## src/rtl/cpu_rd_pkg.sv

```systemverilog
// Shared types and default constants for the CPU read arbiter.
package cpu_rd_pkg;

   typedef enum logic [1:0] {
      IDLE    = 2'd0,
      WAIT    = 2'd1,
      HOLD    = 2'd2,
      RELEASE = 2'd3
   } rdState_e;

   localparam int DEF_N_REQ          = 16;
   localparam int DEF_WAIT_CYCLES    = 4;
   localparam int DEF_TIMEOUT_CYCLES = 255;

   // Counter width able to hold maxVal, never narrower than one bit.
   function automatic int cntWidth(input int maxVal);
      return (maxVal < 1) ? 1 : $clog2(maxVal + 1);
   endfunction

endpackage

```

## src/rtl/cpu_rd_arbiter_prio_enc.sv

```systemverilog
// Fixed-priority encoder: lowest set request bit wins; any flags a non-empty vector.
module prio_enc #(
   parameter int N = 16
) (
   input  logic [N-1:0]                   req,
   output logic [((N > 1) ? $clog2(N) : 1)-1:0] idx,
   output logic                           any
);
   localparam int IW = (N > 1) ? $clog2(N) : 1;

   always_comb begin
      idx = '0;
      any = |req;
      for (int i = N - 1; i >= 0; i--)
         if (req[i]) idx = IW'(i);
   end

endmodule

```

## src/rtl/cpu_rd_arbiter.sv

```systemverilog
// Z80 read-data arbiter: grants one chip select, inserts WAIT states, pulses on completion.
// Optional build macro CPU_RD_CONFLICT_LOG_EN adds the conflict_sticky output.
module cpu_rd_arbiter
   import cpu_rd_pkg::*;
#(
   parameter int                 N_REQ          = DEF_N_REQ,
   parameter int                 WAIT_CYCLES    = DEF_WAIT_CYCLES,
   parameter int                 TIMEOUT_CYCLES = DEF_TIMEOUT_CYCLES,
   parameter logic [N_REQ-1:0]   SLOW_MASK      = '0,
   parameter int                 DEFAULT_IDX    = N_REQ - 1
) (
   input  logic                       pll0_250MHz,
   input  logic                       reset,
   input  logic                       z80Read,
   input  logic [N_REQ-1:0]           rd_req,
   input  logic [N_REQ-1:0]           dev_ready,
   output logic [$clog2(N_REQ)-1:0]   grant_idx,
   output logic                       grant_valid,
   output logic                       cpu_wait_n,
   output logic                       rd_done,
   output logic                       timeout_pulse
`ifdef CPU_RD_CONFLICT_LOG_EN
   ,
   output logic                       conflict_sticky
`endif
);

   localparam int IDX_W = $clog2(N_REQ);
   localparam int WCW   = cntWidth(WAIT_CYCLES);
   localparam int TCW   = cntWidth(TIMEOUT_CYCLES);

   rdState_e         state;
   logic [WCW-1:0]   waitCnt, waitNext;
   logic [TCW-1:0]   toCnt, toNext;
   logic [IDX_W-1:0] encIdx, selIdx;
   logic             encAny, selSlow, selReady;

   prio_enc #(.N(N_REQ)) uPrio (
      .req (rd_req),
      .idx (encIdx),
      .any (encAny)
   );

   assign selIdx   = encAny ? encIdx : IDX_W'(DEFAULT_IDX);
   assign selSlow  = SLOW_MASK[selIdx];
   assign selReady = dev_ready[selIdx];

   // Next counter values; the exit test looks at the value this cycle leaves behind,
   // so a load of WAIT_CYCLES yields exactly that many WAIT cycles.
   assign waitNext = (waitCnt == '0) ? '0 : waitCnt - 1'b1;
   assign toNext   = (toCnt == '0) ? '0 : toCnt - 1'b1;

   always_ff @(posedge pll0_250MHz) begin
      if (reset) begin
         state         <= IDLE;
         grant_idx     <= IDX_W'(DEFAULT_IDX);
         grant_valid   <= 1'b0;
         cpu_wait_n    <= 1'b1;
         rd_done       <= 1'b0;
         timeout_pulse <= 1'b0;
         waitCnt       <= '0;
         toCnt         <= '0;
      end else begin
         rd_done       <= 1'b0;
         timeout_pulse <= 1'b0;
         case (state)
            IDLE: begin
               if (z80Read) begin
                  grant_idx <= selIdx;
                  if (selSlow || !selReady) begin
                     state      <= WAIT;
                     cpu_wait_n <= 1'b0;
                     waitCnt    <= selSlow ? WCW'(WAIT_CYCLES) : '0;
                     toCnt      <= TCW'(TIMEOUT_CYCLES);
                  end else begin
                     state       <= HOLD;
                     grant_valid <= 1'b1;
                  end
               end
            end
            WAIT: begin
               waitCnt <= waitNext;
               toCnt   <= toNext;
               if (!z80Read) begin
                  state      <= IDLE;
                  cpu_wait_n <= 1'b1;
               end else if (waitNext == '0 && dev_ready[grant_idx]) begin
                  state       <= HOLD;
                  cpu_wait_n  <= 1'b1;
                  grant_valid <= 1'b1;
               end else if (toNext == '0) begin
                  // Forced completion: the CPU reads whatever the mux presents.
                  state         <= HOLD;
                  cpu_wait_n    <= 1'b1;
                  grant_valid   <= 1'b1;
                  timeout_pulse <= 1'b1;
               end
            end
            HOLD: begin
               if (!z80Read) begin
                  state       <= RELEASE;
                  grant_valid <= 1'b0;
                  rd_done     <= 1'b1;
               end
            end
            RELEASE: state <= IDLE;
            default: state <= IDLE;
         endcase
      end
   end

`ifdef CPU_RD_CONFLICT_LOG_EN
   always_ff @(posedge pll0_250MHz) begin
      if (reset)
         conflict_sticky <= 1'b0;
      else if (state == IDLE && z80Read && ((rd_req & (rd_req - 1'b1)) != '0))
         conflict_sticky <= 1'b1;
   end
`endif

endmodule

```

## config.mk

```make
export PLATFORM = sky130hd
export DESIGN_NAME = cpu_rd_arbiter
export DESIGN_NICKNAME = d
export VERILOG_FILES = /design/src/rtl/cpu_rd_pkg.sv /design/src/rtl/cpu_rd_arbiter_prio_enc.sv /design/src/rtl/cpu_rd_arbiter.sv
export SDC_FILE = /design/constraint.sdc
export NUM_CORES = 1
export LEC_CHECK = 0
export ABC_AREA = 1
export BUFFER_PORTS_ARGS = -buffer_cell sky130_fd_sc_hd__buf_4
export CORE_ASPECT_RATIO = 0.6
export CORE_UTILIZATION = 35
export DETAILED_ROUTE_END_ITERATION = 10
export PLACE_DENSITY_LB_ADDON = 0.25
export SLEW_MARGIN = 5
export SYNTH_ARGS = -nofsm -noshare
export SYNTH_HDL_FRONTEND = slang
export SYNTH_SLANG_ARGS = --single-unit
```

## constraint.sdc

```tcl
create_clock -name pll0_250MHz -period 6.7 [get_ports pll0_250MHz]
set_input_delay 0.67 -clock pll0_250MHz [delete_from_list [all_inputs] [get_ports pll0_250MHz]]
set_output_delay 0.67 -clock pll0_250MHz [all_outputs]
set_load 0.005 [all_outputs]
```

==> summary.md <==
| Metric | Value |
|---|---|
| Period minus WS final | `approximately 2.5 ns` |
| Post-Synth Adder-Cell Area | `0.0227` |
| Combinational power share | `0.541` |
| Die W | `a little over 90 um` |
| Final Non-Filler Cells | `375` |
| Cell variety after synth | `29` |
| Pwr/cell area | `between 200 and 300 nW/um^2` |
| DRC | `0` |
| Hold Path Stages | `2` |
| Hpwl dp | `3460 um` |
| # H-tree levels | `1` |
| Xor and xnor area share after synthesis | `0.0159` |
| Clk network pwr share | `0.138` |
| Post_cts resized | `0` |
| # IOs | `43` |
| DRT antenna net count | `0` |
| CTS tree | `done` |
| Setup Buffers After CTS | `0` |
| R2R setup slack | `approximately 4.2 ns` |
| Area Growth Syn to Fin | `24.2%` |
| Post-Synth Simple-Gate Area | `0.425` |
| CP max-delay cell | `nand3_2` |
| Starting Density | `0.383` |
| Mapped cell area | `1660 sq um` |
| Iteration-0 DRC Markers | `roughly 150` |
| Final setup violation count | `0` |
| Max FO, Critical Path | `12` |
| Leak pwr | `approximately 1.0 nW` |
| Max-cap violations | `0` |
| Initial antenna violation count | `0` |
| Internal Power | `about 330 uW` |
| CP Data Required Time | `around 7 ns` |
| Clock transition at the registers of the reported paths | `roughly 0.08 ns` |
| Complex-gate fraction of the synthesized area | `0.145` |
| Synth Register Bits | `21` |
| Post-Route Utilization | `0.475` |
| Sequential Power Share | `0.321` |
| Syn Area/Cell | `a little over 6 sq um` |
| Fin nets | `roughly 350` |
| Multiplexer share of the synthesized area | `0` |
| Fmax | `between 300 and 400 MHz` |
| Row count | `18` |
| Final Hold Vio Count | `0` |
| GRT Total Usage | `0.177` |
| Period Utilization, post-route | `0.378` |
| Worst Setup End Kind | `register` |
| CTS Root Cell | `clkbuf_8` |
| Hold Buf Count CTS | `0` |
| Worst hold path class | `register to register` |
| Main combinational cell family by area after synthesis | `simple AND/OR/NAND/NOR gates` |
| Chip height | `about 55 um` |
| Final Max Slew Viols | `0` |
| Cells after Synth | `274` |
| Family with the most delay on the worst path | `simple AND/OR/NAND/NOR gates` |
| Routed len/inst | `11.4 um` |
| Clock Latency Late Sink | `between 0.2 and 0.3 ns` |
| First-pass GRT wire length | `slightly above 7000 um` |
| Sink Count | `21` |
| Die area | `approximately 5000 sq um` |
| Critical path depth in cells | `25` |
| Most used cell, CP | `nand2_1` |
| Yosys warnings | `0` |
| Final WL | `~4300 um` |
| Routability Congestion | `around 0.9` |
| Ratio of cells with drive above 1 in the final layout | `0.229` |
| N_diodes | `0` |
| RSZ-0062 raised after global routing | `false` |
| Worst Skew | `0.00195 ns` |
| Worst Path Arrival | `approximately 2.7 ns` |
| Core box area | `4320 sq um` |
| Largest net degree at the start of global routing | `14` |
| Reg2reg path depth | `14` |
| Post-synthesis sequential area ratio | `0.254` |
| Via count | `about 1.8k` |
| TNS Setup | `0 ns` |
| Number of global-route vias before repair | `~1.6k` |
| Fin area | `about 2100 sq um` |
| Setup crit start kind | `input pin` |
| VDD IR max | `~140 uV` |
| Worst slew pin tran | `between 0.4 and 0.5 ns` |
| Sw frac | `0.461` |
| Slew HR | `0.702` |
| Total CTS buffers | `3` |
| Status | `complete, no violations` |
| Syn nets | `312` |
| First-pass iteration count of the detailed router | `5` |
| Clk buf depth | `2` |
| Sw Pwr | `~280 uW` |
| Post-DP Area | `roughly 2000 sq um` |
| Crit path buffers/inverters | `1` |
| GR Overflow Total | `0` |
| Via density | `4.79` |
| Worst path max stage delay | `approximately 0.26 ns` |
| Dpl cells | `371` |
| Crit Path Category | `input pin to register` |
| Buffers on Ports | `42` |
final cells by class:
type	instances	area, sq um
Clock buffer	4	45.0
Fill cell	455	2270
Inverter	51	193
Multi-Input combinational cell	197	1010
Sequential cell	21	420
Tap cell	60	75.1
Timing Repair Buffer	42	315
cells by family after synthesis:
group,after synthesis
AND/OR/NAND/NOR,146
buffers and inverters,56
AO/OA/AOI/OAI,45
flip-flops,21
XOR/XNOR,3
adder cells (fa/ha/maj),3
power by group through the flow:
stage	combinational (mW)	sequential [mW]	clock [mW]
global placement	0.323	0.198	0
finish	0.330	0.196	0.0846
floorplan	0.246	0.190	0
global route	0.376	0.202	0.0919
detailed placement	0.322	0.198	0
CTS	0.324	0.196	0.0879
placed cells by master, fill, tap and decap left out, drive strengths merged:
cell type	synthesis	layout
nand2	65	65
inv	49	49
nand3	43	43
buf	3	42
a21oi	26	26
nor2	25	25
dfxtp	21	21
o21ai	14	14
nor3	6	6
nand4	4	4
clkbuf	2	4
xor2	3	3
ha	3	3
a22oi	2	2
nor4	2	2
clkinv	2	2
and2	1	1
a211o	1	1
o311ai	1	1
a211oi	1	1
flip-flops by register name, indices dropped and copies added, names as in the netlist:
| signal | count |
|---|---|
| cpu_wait_n | 1 |
| grant_idx | 4 |
| grant_valid | 1 |
| rd_done | 1 |
| state | 2 |
| timeout_pulse | 1 |
| toCnt | 8 |
| waitCnt | 3 |
synth_stat cells:
library cell	instances	area share
o21ai_0	14	0.042
nand2_2	3	0.011
buf_2	1	0.0030
o311ai_0	1	0.0053
nand2_4	2	0.014
nor2_4	1	0.0068
clkinv_1	1	0.0023
dfxtp_1	21	0.25
inv_2	9	0.020
ha_1	3	0.023
nand3_2	6	0.036
a21oi_1	26	0.079
nor3_1	6	0.018
xor2_1	3	0.016
a211oi_1	1	0.0045
buf_6	2	0.014
nand3_1	37	0.11
clkinv_2	1	0.0030
inv_1	40	0.091
and2_4	1	0.0053
nor2_2	3	0.011
nor2_1	21	0.048
nor4_1	1	0.0038
nor4_2	1	0.0076
a211o_1	1	0.0053
a22oi_1	2	0.0091
nand4_1	4	0.015
nand2_1	60	0.14
clkbuf_1	2	0.0045
stage by stage:
step | total power [mW] | hold slack [ns] | setup WS [ns]
final | 0.611 | 0.451 | 4.17
after global routing | 0.670 | 0.463 | 3.83
after CTS | 0.608 | 0.457 | 4.20
after detailed placement | 0.521 | 0.444 | 3.92
after global placement | 0.521 | 0.442 | 3.93
after floorplan | 0.436 | 0.442 | 4.28
per-layer routing:
layer	GRT usage	wire [um]	vias up
met1	0.290	2510	780
li1	-	-	966
met2	0.224	1460	47
met5	0	0	-
met3	0.0482	267	5
met4	0.0272	23	0
worst reg2reg max path, stage by stage, from the launching register on:
cell and delay, ns:
dfxtp_1 0.30, inv_1 0.15, ha_1 0.22, nand3_1 0.16, nor3_1 0.21, inv_2 0.06
nor2_1 0.21, nor2_1 0.09, nor4_1 0.26, nand4_1 0.18, nand2_1 0.10, a21oi_1 0.07
a211oi_1 0.17, nand2_1 0.11, a21oi_1 0.13
worst paths after layout:
check         startpoint     endpoint
min reg2reg  grant_valid  grant_valid
max reg2reg     toCnt[0]     state[1]
min          grant_valid  grant_valid
max           rd_req[15]   waitCnt[1]
Note: power is estimated with default switching activity, not from simulation.
